$ cat src/rtl/vreg_store_serializer.sv
// rtl/vreg_store_serializer.sv - streams one vector register out as narrow valid/ready beats
//
// Purpose: read-side client of the vector register file. A store command names a
// register; the block reads it through the file's combinational read port, snapshots
// it into a shift register and emits REG_WIDTH/BEAT_WIDTH beats, least-significant first.
//
// Optional feature macro: VSTORE_PARITY_EN (adds out_par = ^out_data).
//
// Ports:
//   clk, rst    clock (rising edge) and asynchronous active-high reset
//   cmd_valid   store command request
//   cmd_ready   command accepted when cmd_valid && cmd_ready (high only in IDLE)
//   cmd_addr    register index to store
//   cmd_err     one-cycle pulse after accepting an out-of-range cmd_addr
//   busy        high in any state except IDLE
//   rf_a1       register file read address (A1)
//   rf_rd1      register file read data (RD1), combinational in rf_a1
//   out_valid   beat valid
//   out_ready   sink ready
//   out_data    beat data
//   out_last    final beat marker
//   out_par     even parity of out_data (VSTORE_PARITY_EN only)
module vreg_store_serializer #(
  parameter int NUM_REGS   = 8,
  parameter int REG_WIDTH  = 256,
  parameter int BEAT_WIDTH = 32
) (
  input  logic                  clk,
  input  logic                  rst,
  input  logic                  cmd_valid,
  output logic                  cmd_ready,
  input  logic [4:0]            cmd_addr,
  output logic                  cmd_err,
  output logic                  busy,
  output logic [4:0]            rf_a1,
  input  logic [REG_WIDTH-1:0]  rf_rd1,
  output logic                  out_valid,
  input  logic                  out_ready,
  output logic [BEAT_WIDTH-1:0] out_data,
  output logic                  out_last
`ifdef VSTORE_PARITY_EN
  ,
  output logic                  out_par
`endif
);

  localparam int NUM_BEATS = REG_WIDTH / BEAT_WIDTH;
  localparam int CNT_W     = (NUM_BEATS > 1) ? $clog2(NUM_BEATS) : 1;
  localparam logic [CNT_W-1:0] LAST_CNT   = CNT_W'(NUM_BEATS - 1);
  localparam logic [5:0]       NUM_REGS_W = 6'(NUM_REGS);
  localparam logic             ONE_BEAT   = (NUM_BEATS == 1);

  typedef enum logic [1:0] {
    IDLE = 2'd0,
    READ = 2'd1,
    SEND = 2'd2
  } state_t;

  state_t                 state_q;
  logic                   cmd_ready_q;
  logic                   cmd_err_q;
  logic [4:0]             addr_q;
  logic                   out_valid_q;
  logic                   out_last_q;
  logic [CNT_W-1:0]       cnt_q;
  logic [REG_WIDTH-1:0]   shift_q;

  logic                   accept_d;
  logic                   addr_ok_d;
  logic [CNT_W-1:0]       cnt_d;

  assign accept_d  = cmd_valid && cmd_ready_q;
  assign addr_ok_d = ({1'b0, cmd_addr} < NUM_REGS_W);
  assign cnt_d     = cnt_q + 1'b1;

  always_ff @(posedge clk or posedge rst) begin
    if (rst) begin
      state_q     <= IDLE;
      cmd_ready_q <= 1'b0;
      cmd_err_q   <= 1'b0;
      addr_q      <= '0;
      out_valid_q <= 1'b0;
      out_last_q  <= 1'b0;
      cnt_q       <= '0;
      shift_q     <= '0;
    end else begin
      cmd_err_q <= 1'b0;
      case (state_q)
        IDLE: begin
          cmd_ready_q <= 1'b1;
          if (accept_d) begin
            // addr_q also drives rf_a1, so RD1 is valid throughout READ.
            addr_q <= cmd_addr;
            if (addr_ok_d) begin
              state_q     <= READ;
              cmd_ready_q <= 1'b0;
            end else begin
              cmd_err_q <= 1'b1;
            end
          end
        end
        READ: begin
          // Snapshot: later writes to this register do not disturb the stream.
          shift_q     <= rf_rd1;
          cnt_q       <= '0;
          out_valid_q <= 1'b1;
          out_last_q  <= ONE_BEAT;
          state_q     <= SEND;
        end
        SEND: begin
          // Nothing moves while out_ready is low, keeping the beat stable.
          if (out_ready) begin
            shift_q <= shift_q >> BEAT_WIDTH;
            if (out_last_q) begin
              state_q     <= IDLE;
              out_valid_q <= 1'b0;
              out_last_q  <= 1'b0;
              cnt_q       <= '0;
              cmd_ready_q <= 1'b1;
            end else begin
              cnt_q      <= cnt_d;
              out_last_q <= (cnt_d == LAST_CNT);
            end
          end
        end
        default: begin
          state_q     <= IDLE;
          cmd_ready_q <= 1'b0;
          out_valid_q <= 1'b0;
          out_last_q  <= 1'b0;
        end
      endcase
    end
  end

  assign cmd_ready = cmd_ready_q;
  assign cmd_err   = cmd_err_q;
  assign busy      = (state_q != IDLE);
  assign rf_a1     = addr_q;
  assign out_valid = out_valid_q;
  assign out_last  = out_last_q;
  assign out_data  = shift_q[BEAT_WIDTH-1:0];

`ifdef VSTORE_PARITY_EN
  assign out_par = ^out_data;
`endif

endmodule
$ cat config.mk
export PLATFORM = sky130hd
export DESIGN_NAME = vreg_store_serializer
export DESIGN_NICKNAME = d
export VERILOG_FILES = /design/src/rtl/vreg_store_serializer.sv
export SDC_FILE = /design/constraint.sdc
export NUM_CORES = 1
export LEC_CHECK = 0
export CAP_MARGIN = 30
export CORE_MARGIN = 4
export CORE_UTILIZATION = 55
export CTS_BUF_LIST = sky130_fd_sc_hd__clkbuf_8 sky130_fd_sc_hd__clkbuf_16
export DETAILED_ROUTE_END_ITERATION = 8
export HOLD_SLACK_MARGIN = 0.1
export PLACE_DENSITY = 0.9
export SYNTH_ARGS = -nofsm -noshare
export SYNTH_HDL_FRONTEND = slang
export SYNTH_SLANG_ARGS = --single-unit
$ cat constraint.sdc
create_clock -name clk -period 27.8 [get_ports clk]
set_input_delay 5.56 -clock clk [delete_from_list [all_inputs] [get_ports clk]]
set_output_delay 5.56 -clock clk [all_outputs]
set_load 0.005 [all_outputs]
After elaboration in Yosys (flattened, before gate mapping)
Index checks and enable logic that the tools add are counted.

Register bits: 270. Input bits: 265. Output and inout port bits: 42.

Add/sub/neg operators: 1. Order comparisons: 1. Eq/ne operators: 7. Multiplexer cells: 23. Bitwise gates (word level): 2. Reductions and logical operators: 10.

Operators with widths (count): 256-bit case mux with 2 select lines (1); 256-bit 2-to-1 mux (1); 1-bit 2-to-1 mux (10); 2-bit 2-to-1 mux (4); 2-bit inequality test (second input constant) (4); 3-bit 2-to-1 mux (2); 1-bit case mux with 3 select lines (2); 2-bit case mux with 3 select lines (1); 3-bit case mux with 2 select lines (1); 2-bit AND reduction (3); 3-bit AND reduction (2); 5-bit by 4-bit less-than comparator with 1-bit output (second input constant) (1); 4-bit AND reduction (1); 2-bit nonzero test (2); 3-bit by 1-bit adder with 3-bit output (second input constant) (1); 3-bit == test (second input constant) (1); 2-bit by 1-bit == test with 1-bit output (second input constant) (1); 2-bit == test (second input constant) (1); 2-bit zero test (1); 1-bit inverter (2); 1-bit case mux with 2 select lines (1); 1-bit logical AND (1).

Logic depth before layout (Yosys ltp)
Gate-level depths: netlist of the first run.

Depth in word-level cells: 5. Mapped depth: 7. Gate-level depth less buffers: 4.

Least setup slack after synthesis of the first run
No wires, ideal clock.

Path kind: input -> register. Start point: in out_ready. End point: reg shift_q[100]. Arrival time: 6.600 ns. Required time: 27.675 ns. Slack: 21.075 ns. Stages on the path: 5. Buffers on the path: 2. Cells stage by stage: nand2_1 -> o21ai_2 -> buf_4 -> buf_4 -> mux2_2.

Longest elaborated chain between the ends: 2.

RTL lines: from (decl) (line 38) `input logic out_ready,`; 2-bit inequality test (no source line); 2-bit AND reduction (no source line); to (signal assigned) (line 104) `shift_q <= rf_rd1;`; to (signal assigned) (line 113) `shift_q <= shift_q >> BEAT_WIDTH;`; to (decl) (line 66) `logic [REG_WIDTH-1:0] shift_q;`.

No other way between the ends. A chain may end at the register's enable or synchronous reset.

Worst setup path after layout of the first run
Start point: in out_ready. End point: reg shift_q[48].

The elaborated chain is that of the path after synthesis.

==> reports/results.txt, run 1 <==
Outcome -> complete, no violations
Post-synth ARST share -> 100%
Clock-pin slew on the worst setup and hold paths -> 0.06 ns
Peak VDD IR -> 0.0000744 V
Via count -> 8019
Top cells by area, synth -> dfrtp_1 50%, mux2_2 25%, mux2_4 11%
Post-CTS Setup Inserts -> 0
Sink Count -> 270
Cell depth of the worst hold path -> 1
TritonCTS clock tree -> yes
RePlAce Congestion -> 0.786
Clock Skew -> 0.0203 ns
Post-route DRC violation count -> 0
Number of synthesized flops with an enable pin -> 0
Reg2reg path depth -> 6
Core area -> 24200 um2
Hold_buf cts -> 0
Top cell type's share of synthesized area -> 50.2%
Met2 Usage GRT -> 36.4%
Mapped Nets -> 1153
Synth cell count leaders -> 305 x mux2_2, 270 x dfrtp_1, 100 x mux2_4, 49 x buf_4, 49 x mux2_1
Power per cell area -> 104 nW/um2
Critical Path AT -> 8.46 ns
Slew of the pin with the lowest slew margin -> 1.14 ns
Initial core utilization -> 55.7%
Synth Instances -> 886
Pin count of the biggest net entering global routing -> 201
Worst setup EP type -> flop
Count leader, synth -> mux2_2
Setup violations, final -> 0
Setup TNS -> 0 ns
Initial DRC count -> 419
Flop-to-flop setup slack -> 24.10 ns
Worst Setup Start Kind -> input pin
Row count -> 57
Vias in the first global route -> 8806
Worst Hold Class -> flop to flop
Final Hold Fails -> 0
Final ANT Viol Nets -> 0
Number of detailed-route iterations in the first pass -> 4
Top FF cell, synth -> dfrtp_1
Yosys reg bits -> 270
Total power draw -> 1.80 mW
Crit share post-route -> 29.0%
Worst path slowest cell -> o21ai_4
Critical path class -> input pin to flop
Layout cell share with drive strength beyond 1 -> 40.4%
Hpwl dp -> 20.2 mm
First-pass GRT wire length -> 45.8 mm
Data required, critical path -> 28.20 ns
Area leader, netlist -> dfrtp_1
Ys Warns -> 0
Worst Setup SP -> out_ready
Met1 usage -> 26.4%
Register area share after synthesis -> 50.2%
Max-Cap Viols -> 0
Critical path cell sequence -> clkdlybuf4s50_1 > nand2_1 > o21ai_4 > buf_12 > mux2_2
Die ar. -> 27100 um2
Cell variety after synth -> 33
Clk_lat worst skew -> 0.54 ns
GRT met3 Usage -> 5.32%
Critical path's top delay family -> buffers and inverters
Reg2Reg Launch Point -> state_q[0]$_DFFE_PP0P_
Die width -> 165 um
Num CTS Buffers -> 29
Final nets -> 1409
Slew HR -> 23.8%
H-tree depth -> 1
Initial antenna violation count -> 1
Die H -> 165 um
RSZ-0062 raised after global routing -> no
Gr usage total -> 21.1%
Fmax -> 0.124 GHz
Synthesized area per cell -> 15.2 um2
Wirelength per Cell -> 19.8 um
Vias per cell -> 5.37
Grt ovf -> 0
Clk Tree Root Cell -> clkbuf_16
Cell depth of the worst setup path -> 5
Critical-path maximum fanout -> 200
P&R area growth vs syn -> 28.9%
CP Capture Point -> shift_q[48]$_DFFE_PP0P_
Tmin final -> 8.06 ns
Crit path buffers/inverters -> 2
Port Buf Inserts -> 306
Gr busiest metal -> met2
Io pins -> 307
Deepest clock path buffer count -> 3
Pleak -> 7.58 nW
DRT Wirelength -> 29.6 mm
RR Endpoint -> shift_q[48]$_DFFE_PP0P_
Hold_sp -> shift_q[246]$_DFFE_PP0P_
Max Slew Vio Count -> 0
CP max stage delay -> 0.74 ns
Post-cts sizing count -> 0
Cell area after synthesis -> 13500 um2
-- cell type report --
class                           count  area (um2)
Antenna cell                        5        12.5
Fill cell                        1574        6820
Clock inverter                     19         141
Tap cell                          324         405
Sequential cell                   270        6760
Clock buffer                       35         808
Inverter                            2        15.0
Timing Repair Buffer              317        3200
Multi-Input combinational cell    522        6030
-- stage by stage --
stage	util (%)	hold slack, ns	setup WS (ns)	instances	instance area [um2]
after floorplan	-	0.466	14.80	886	13500
after global placement	67.6	0.482	19.34	1432	16300
after detailed placement	67.7	0.482	19.30	1434	16400
after CTS	71.6	0.502	19.83	1488	17300
after global routing	71.8	0.509	19.66	1490	17400
final	71.8	0.497	19.74	1494	17400
-- worst reg2reg max path: stages (launching register included) --
cell,delay (ns)
dfrtp_1,0.69
nand2b_4,0.70
buf_4,0.82
buf_4,0.32
buf_16,0.33
mux2_2,0.44
mux2_2,0.27
-- where the power goes --
part / switching [mW] / internal, mW / leakage (nW) / total [mW]
registers: 0.106 / 0.582 / 3.30 / 0.688
logic: 0.252 / 0.483 / 3.78 / 0.734
clock network: 0.153 / 0.224 / 0.504 / 0.377
-- cells in the final DEF, fill, tap and decap left out, types with 2 or more instances in the layout --
cell,instances
a21oi_1,2
a22o_1,32
buf_16,2
buf_4,7
bufinv_16,2
clkbuf_16,29
clkbuf_8,6
clkdlybuf4s50_1,306
clkinv_2,10
dfrtp_1,270
diode_2,5
ha_1,2
inv_1,7
mux2_1,49
mux2_2,305
mux2_4,100
nand2_1,2
nand2b_1,2
nand3_1,5
nor2_1,3
nor3b_1,2
o21a_1,2
o21ai_0,2
-- routing by layer --
metal  share of wire [%]  up-vias
met5                   0        -
met4                 2.5        0
met3                 7.3       41
met2                  50      242
met1                  40     4039
li1                    -     3697
-- cells by family (layout without fill, tap and decap cells) --
logic type,after synthesis,after routing,share of synthesized area (%)
buffers and inverters,94,373,5.18
XOR/XNOR,1,1,0.0650
other,0,5,0
flip-flops,270,270,50.2
adder cells (fa/ha/maj),2,2,0.186
multiplexers,454,454,40.7
AND/OR/NAND/NOR,23,23,1.08
AO/OA/AOI/OAI,42,42,2.59
-- sequential cells by signal (all words and copies together), names as in the netlist --
name and flops:
cmd_ready 1, out_valid 1, shift_q 256, out_last 1, cmd_err 1, rf_a1 5
cnt_q 3, state_q 2
-- worst min-delay path by stage --
stage                                     to  slack, ns
floorplan           shift_q[253]$_DFFE_PP0P_       0.47
global placement    shift_q[247]$_DFFE_PP0P_       0.48
detailed placement  shift_q[246]$_DFFE_PP0P_       0.48
CTS                 shift_q[152]$_DFFE_PP0P_       0.50
global route        shift_q[152]$_DFFE_PP0P_       0.51
finish              shift_q[246]$_DFFE_PP0P_       0.50
Power figures use the tool's default switching activity.
==> run 2: changes to the inputs <==
--- a/config.mk
+++ b/config.mk
@@ -7,11 +7,11 @@
 export LEC_CHECK = 0
 export CAP_MARGIN = 30
 export CORE_MARGIN = 4
-export CORE_UTILIZATION = 55
+export CORE_UTILIZATION = 51
 export CTS_BUF_LIST = sky130_fd_sc_hd__clkbuf_8 sky130_fd_sc_hd__clkbuf_16
 export DETAILED_ROUTE_END_ITERATION = 8
 export HOLD_SLACK_MARGIN = 0.1
-export PLACE_DENSITY = 0.9
+export PLACE_DENSITY = 0.85
 export SYNTH_ARGS = -nofsm -noshare
 export SYNTH_HDL_FRONTEND = slang
 export SYNTH_SLANG_ARGS = --single-unit
==> constraint.sdc (replaced) <==
create_clock -name clk -period 8.05 [get_ports clk]
set_input_delay 1.61 -clock clk [delete_from_list [all_inputs] [get_ports clk]]
set_output_delay 1.61 -clock clk [all_outputs]
set_load 0.005 [all_outputs]
==> reports/results.txt, run 2 (same netlist as run 1, synthesis figures left out) <==
Critical path cell sequence -> clkdlybuf4s50_1 > nand2_1 > o21ai_4 > buf_4 > buf_4 > mux2_2
Met3 WL -> 2.08 mm
Post-route DRC violation count -> 0
RePlAce Congestion -> 0.773
DR top layer -> met5
Power per cell area -> 356 nW/um2
DRT Wirelength -> 29.2 mm
Finished layout cell area -> 17400 um2
Total power draw -> 6.19 mW
Worst setup EP type -> flop
Pin count of the biggest net entering global routing -> 76
Top cell by count, worst path -> buf_4
Clk pwr share -> 21.0%
Clk_lat worst skew -> 0.53 ns
Hpwl dp -> 20.3 mm
Core area -> 26100 um2
Final WS setup -> 4.13 ns
Slew HR -> 39.0%
Critical Path AT -> 4.33 ns
Setup TNS -> 0 ns
Num CTS Buffers -> 30
Sink Count -> 270
Gr usage total -> 19.4%
Die H -> 171 um
Clk Tree Root Cell -> clkbuf_16
Worst slack, placed -> 3.61 ns
Most flops, register -> shift_q
Max-Cap Viols -> 0
H-tree depth -> 1
Most frequent cells in the layout -> 306 x clkdlybuf4s50_1, 305 x mux2_2, 270 x dfrtp_1
Psw -> 1.74 mW
Max Slew Vio Count -> 0
Switch share -> 28.1%
Final ANT Viol Nets -> 0
Row count -> 59
Logic pwr share -> 40.6%
Outcome -> complete, no violations
Commonest non-fill, non-tap cell in the layout -> clkdlybuf4s50_1
Vias per cell -> 5.34
Setup violations, final -> 0
Data required, critical path -> 8.46 ns
Tmin final -> 3.92 ns
Sequential Power Share -> 38.4%
Pint -> 4.45 mW
Critical-path maximum fanout -> 69
Final core occ -> 66.7%
Max FFs per register -> 256
Initial core utilization -> 51.7%
First-pass GRT wire length -> 45.8 mm
Hold_buf cts -> 0
Met1 Wirelength -> 11.9 mm
Final cell count without fillers -> 1505
Clock-pin slew on the worst setup and hold paths -> 0.06 ns
P&R area growth vs syn -> 29.0%
Post-cts sizing count -> 0
Placed Cells -> 1451
Via count -> 8030
Deepest clock path buffer count -> 3
Port Buf Inserts -> 306
Initial antenna violation count -> 4
Slew of the pin with the lowest slew margin -> 0.914 ns
Vias in the first global route -> 8693
Io pins -> 307
Layout cell share with drive strength beyond 1 -> 40.6%
Wirelength per Cell -> 19.4 um
Worst Hold Class -> flop to flop
Pleak -> 7.59 nW
Hold Worst Slack -> 0.496 ns
Worst Setup Start Kind -> input pin
Critical path class -> input pin to flop
Die width -> 171 um
Grt ovf -> 0
Peak VDD IR -> 0.000270 V
Met2 WL -> 14.4 mm
Die ar. -> 29100 um2
CP max stage delay -> 0.79 ns
Clock Skew -> 0.0125 ns
Number of detailed-route iterations in the first pass -> 5
Area after DPL -> 16400 um2
Worst path slowest cell -> buf_4
Crit share post-route -> 48.7%
Fmax -> 0.255 GHz
Final nets -> 1415
Post-CTS Setup Inserts -> 0
RSZ-0062 raised after global routing -> no
TritonCTS clock tree -> yes
Final Hold Fails -> 0
Initial DRC count -> 421
## run 2: changes by cell type in the layout (fill, tap and decap cells not counted), moves of 2 or more
cell	previous run	this run
clkinv_2	10	5
diode_2	5	3
clkbuf_16	29	31
clkbuf_8	6	10
buf_4	7	15
bufinv_16	2	0
## run 2: worst paths after layout
path	start	endpoint	slack [ns]	cells past startpoint
max	out_ready	shift_q[76]$_DFFE_PP0P_	4.13	6
min	shift_q[161]$_DFFE_PP0P_	shift_q[161]$_DFFE_PP0P_	0.50	1
max reg2reg	state_q[0]$_DFFE_PP0P_	shift_q[20]$_DFFE_PP0P_	4.39	5
min reg2reg	shift_q[161]$_DFFE_PP0P_	shift_q[161]$_DFFE_PP0P_	0.50	1
max in group asynchronous	rst	shift_q[194]$_DFFE_PP0P_	4.71	4
min in group asynchronous	rst	shift_q[117]$_DFFE_PP0P_	1.42	2
## run 2: per-layer routing
layer | GRT usage [%] | vias to the layer above
li1 | - | 3711
met1 | 24.7 | 4032
met2 | 32.9 | 235
met3 | 5.27 | 50
met4 | 5.59 | 2
met5 | 0 | -
## run 2: worst max-delay path: cells and delay by family
| kind | cells | cell delay, ns |
|---|---|---|
| buffers and inverters | 3 | 1.83 |
| muxes | 1 | 0.42 |
| AOI/OAI and AO/OA | 1 | 0.19 |
| and+or+nand+nor | 1 | 0.18 |
## run 2: power groups by stage
stage               sequential [mW]  combinational [mW]  clock (mW)
floorplan                      2.25                2.16           0
global placement               2.36                2.45           0
detailed placement             2.40                2.53           0
CTS                            2.38                2.55        1.34
global route                   2.46                2.72        1.39
finish                         2.37                2.52        1.30
## run 2: final cells by class
type,count,area (um2)
diodes,3,7.51
repair buffers,322,3200
inverters,2,11.3
flip-flops and latches,270,6760
multi-input cells,522,6030
fillers,1837,8680
well taps,335,419
clock inverters,10,43.8
clock buffers,41,913
==> run 3: changes to the inputs <==
--- a/config.mk
+++ b/config.mk
@@ -7,11 +7,11 @@
 export LEC_CHECK = 0
 export CAP_MARGIN = 30
 export CORE_MARGIN = 4
-export CORE_UTILIZATION = 51
+export CORE_UTILIZATION = 46
 export CTS_BUF_LIST = sky130_fd_sc_hd__clkbuf_8 sky130_fd_sc_hd__clkbuf_16
 export DETAILED_ROUTE_END_ITERATION = 8
 export HOLD_SLACK_MARGIN = 0.1
-export PLACE_DENSITY = 0.85
+export PLACE_DENSITY = 0.81
 export SYNTH_ARGS = -nofsm -noshare
 export SYNTH_HDL_FRONTEND = slang
 export SYNTH_SLANG_ARGS = --single-unit
==> constraint.sdc (replaced) <==
create_clock -name clk -period 3.5 [get_ports clk]
set_input_delay 0.7 -clock clk [delete_from_list [all_inputs] [get_ports clk]]
set_output_delay 0.7 -clock clk [all_outputs]
set_load 0.005 [all_outputs]
==> reports/results.txt, run 3 (same netlist as run 1, synthesis figures left out) <==
Area occupied by multi-input gates -> 6030 um2
Pleak -> 7.60 nW
First-pass GRT wire length -> 46.3 mm
Hold_buf cts -> 0
Max FFs per register -> 256
Peak VDD IR -> 0.000499 V
Post-route DRC violation count -> 0
Critical path class -> flop to output pin
Met1 usage -> 22.8%
Layout cell share with drive strength beyond 1 -> 40.4%
Crit share post-route -> 76.2%
Num CTS Buffers -> 29
Filler cells -> 2172
Die ar. -> 32100 um2
P&R area growth vs syn -> 30.0%
Initial DRC count -> 365
TritonCTS clock tree -> yes
Setup violations, final -> 0
Final nets -> 1412
Clock-pin slew on the worst setup and hold paths -> 0.06 ns
Vias per cell -> 5.19
Hpwl dp -> 20.8 mm
Die width -> 179 um
Grt ovf -> 0
Most frequent cells in the layout -> 306 x clkdlybuf4s50_1, 305 x mux2_2, 270 x dfrtp_1
Wirelength per Cell -> 19.2 um
Area after DPL -> 16600 um2
Power per cell area -> 816 nW/um2
Critical Path AT -> 1.97 ns
Most flops, register -> shift_q
Io pins -> 307
Initial antenna violation count -> 4
RSZ-0062 raised after global routing -> no
Worst Setup Start Kind -> flop
Slew of the pin with the lowest slew margin -> 0.936 ns
Slew HR -> 37.5%
Gr usage total -> 18.1%
Pin count of the biggest net entering global routing -> 154
Vias in the first global route -> 8592
Clock Skew -> 0.0123 ns
Met2 Usage GRT -> 30.0%
Max-Cap Viols -> 0
Max Slew Vio Count -> 0
RePlAce Congestion -> 0.773
Commonest non-fill, non-tap cell in the layout -> clkdlybuf4s50_1
Post-cts sizing count -> 0
Finished layout cell area -> 17500 um2
Die H -> 179 um
Worst setup EP type -> output pin
Row count -> 62
GRT met3 Usage -> 5.40%
Core area -> 28800 um2
Deepest clock path buffer count -> 3
Sink Count -> 270
Final Hold Fails -> 0
Port Buf Inserts -> 306
Outcome -> complete, no violations
Gr busiest metal -> met2
Tmin final -> 2.67 ns
Critical-path maximum fanout -> 17
Worst Hold Class -> flop to flop
H-tree depth -> 1
Initial core utilization -> 46.8%
Setup TNS -> 0 ns
Sequential cell area -> 6760 um2
Final ANT Viol Nets -> 0
Data required, critical path -> 2.80 ns
Number of detailed-route iterations in the first pass -> 4
Clk Tree Root Cell -> clkbuf_16
Fmax -> 0.375 GHz
Clk_lat worst skew -> 0.54 ns
Via count -> 8069
Post-CTS Setup Inserts -> 0
DRT Wirelength -> 29.9 mm
run 3: final timing paths:
check | startpoint | endpoint | slack [ns] | cells after the start
worst min-delay path | shift_q[138]$_DFFE_PP0P_ | shift_q[138]$_DFFE_PP0P_ | 0.50 | 1
worst max-delay path | state_q[0]$_DFFE_PP0P_ | busy | 0.83 | 2
worst max register to register | state_q[0]$_DFFE_PP0P_ | shift_q[51]$_DFFE_PP0P_ | 0.98 | 4
min in group asynchronous | rst | shift_q[52]$_DFFE_PP0P_ | 0.70 | 3
max in group asynchronous | rst | shift_q[30]$_DFFE_PP0P_ | 2.03 | 3
worst min register to register | shift_q[138]$_DFFE_PP0P_ | shift_q[138]$_DFFE_PP0P_ | 0.50 | 1
run 3: through the flow:
| step | instances | power [mW] | util, % | hold slack, ns | setup WS, ns |
|---|---|---|---|---|---|
| after floorplan | 886 | 10.1 | - | 0.466 | -0.767 |
| after global placement | 1498 | 11.2 | 57.5 | 0.482 | 0.761 |
| after detailed placement | 1498 | 11.4 | 57.5 | 0.482 | 0.713 |
| after CTS | 1551 | 14.5 | 60.8 | 0.502 | 0.803 |
| after global routing | 1553 | 15.2 | 60.8 | 0.512 | 0.768 |
| final | 1556 | 14.3 | 60.9 | 0.497 | 0.835 |
run 3: report_power, final:
| part | internal [mW] | total, mW | switching, mW | leakage, nW |
|---|---|---|---|---|
| sequential | 4.62 | 5.45 | 0.822 | 3.30 |
| clock | 1.75 | 2.97 | 1.22 | 0.489 |
| combinational | 3.87 | 5.87 | 2.00 | 3.81 |
run 3: final cells by class:
type                    count  area share [%]
diodes                      5          0.0714
clock buffers              34            4.54
clock inverters            19           0.836
inverters                   2          0.0643
multi-input cells         522            34.4
flip-flops and latches    270            38.6
well taps                 384            2.74
repair buffers            320            18.7
run 3: critical path: stages (launching register included):
cell	delay, ns
dfrtp_1	0.58
or2_2	0.40
clkdlybuf4s50_1	0.45
run 3: routing by layer:
| layer | part of all wire [%] | wire length, um | up-vias |
|---|---|---|---|
| met5 | 0.060 | 18 | - |
| met4 | 3.0 | 888 | 4 |
| met3 | 7.8 | 2330 | 62 |
| met2 | 49 | 14500 | 232 |
| met1 | 41 | 12100 | 4055 |
| li1 | - | - | 3716 |
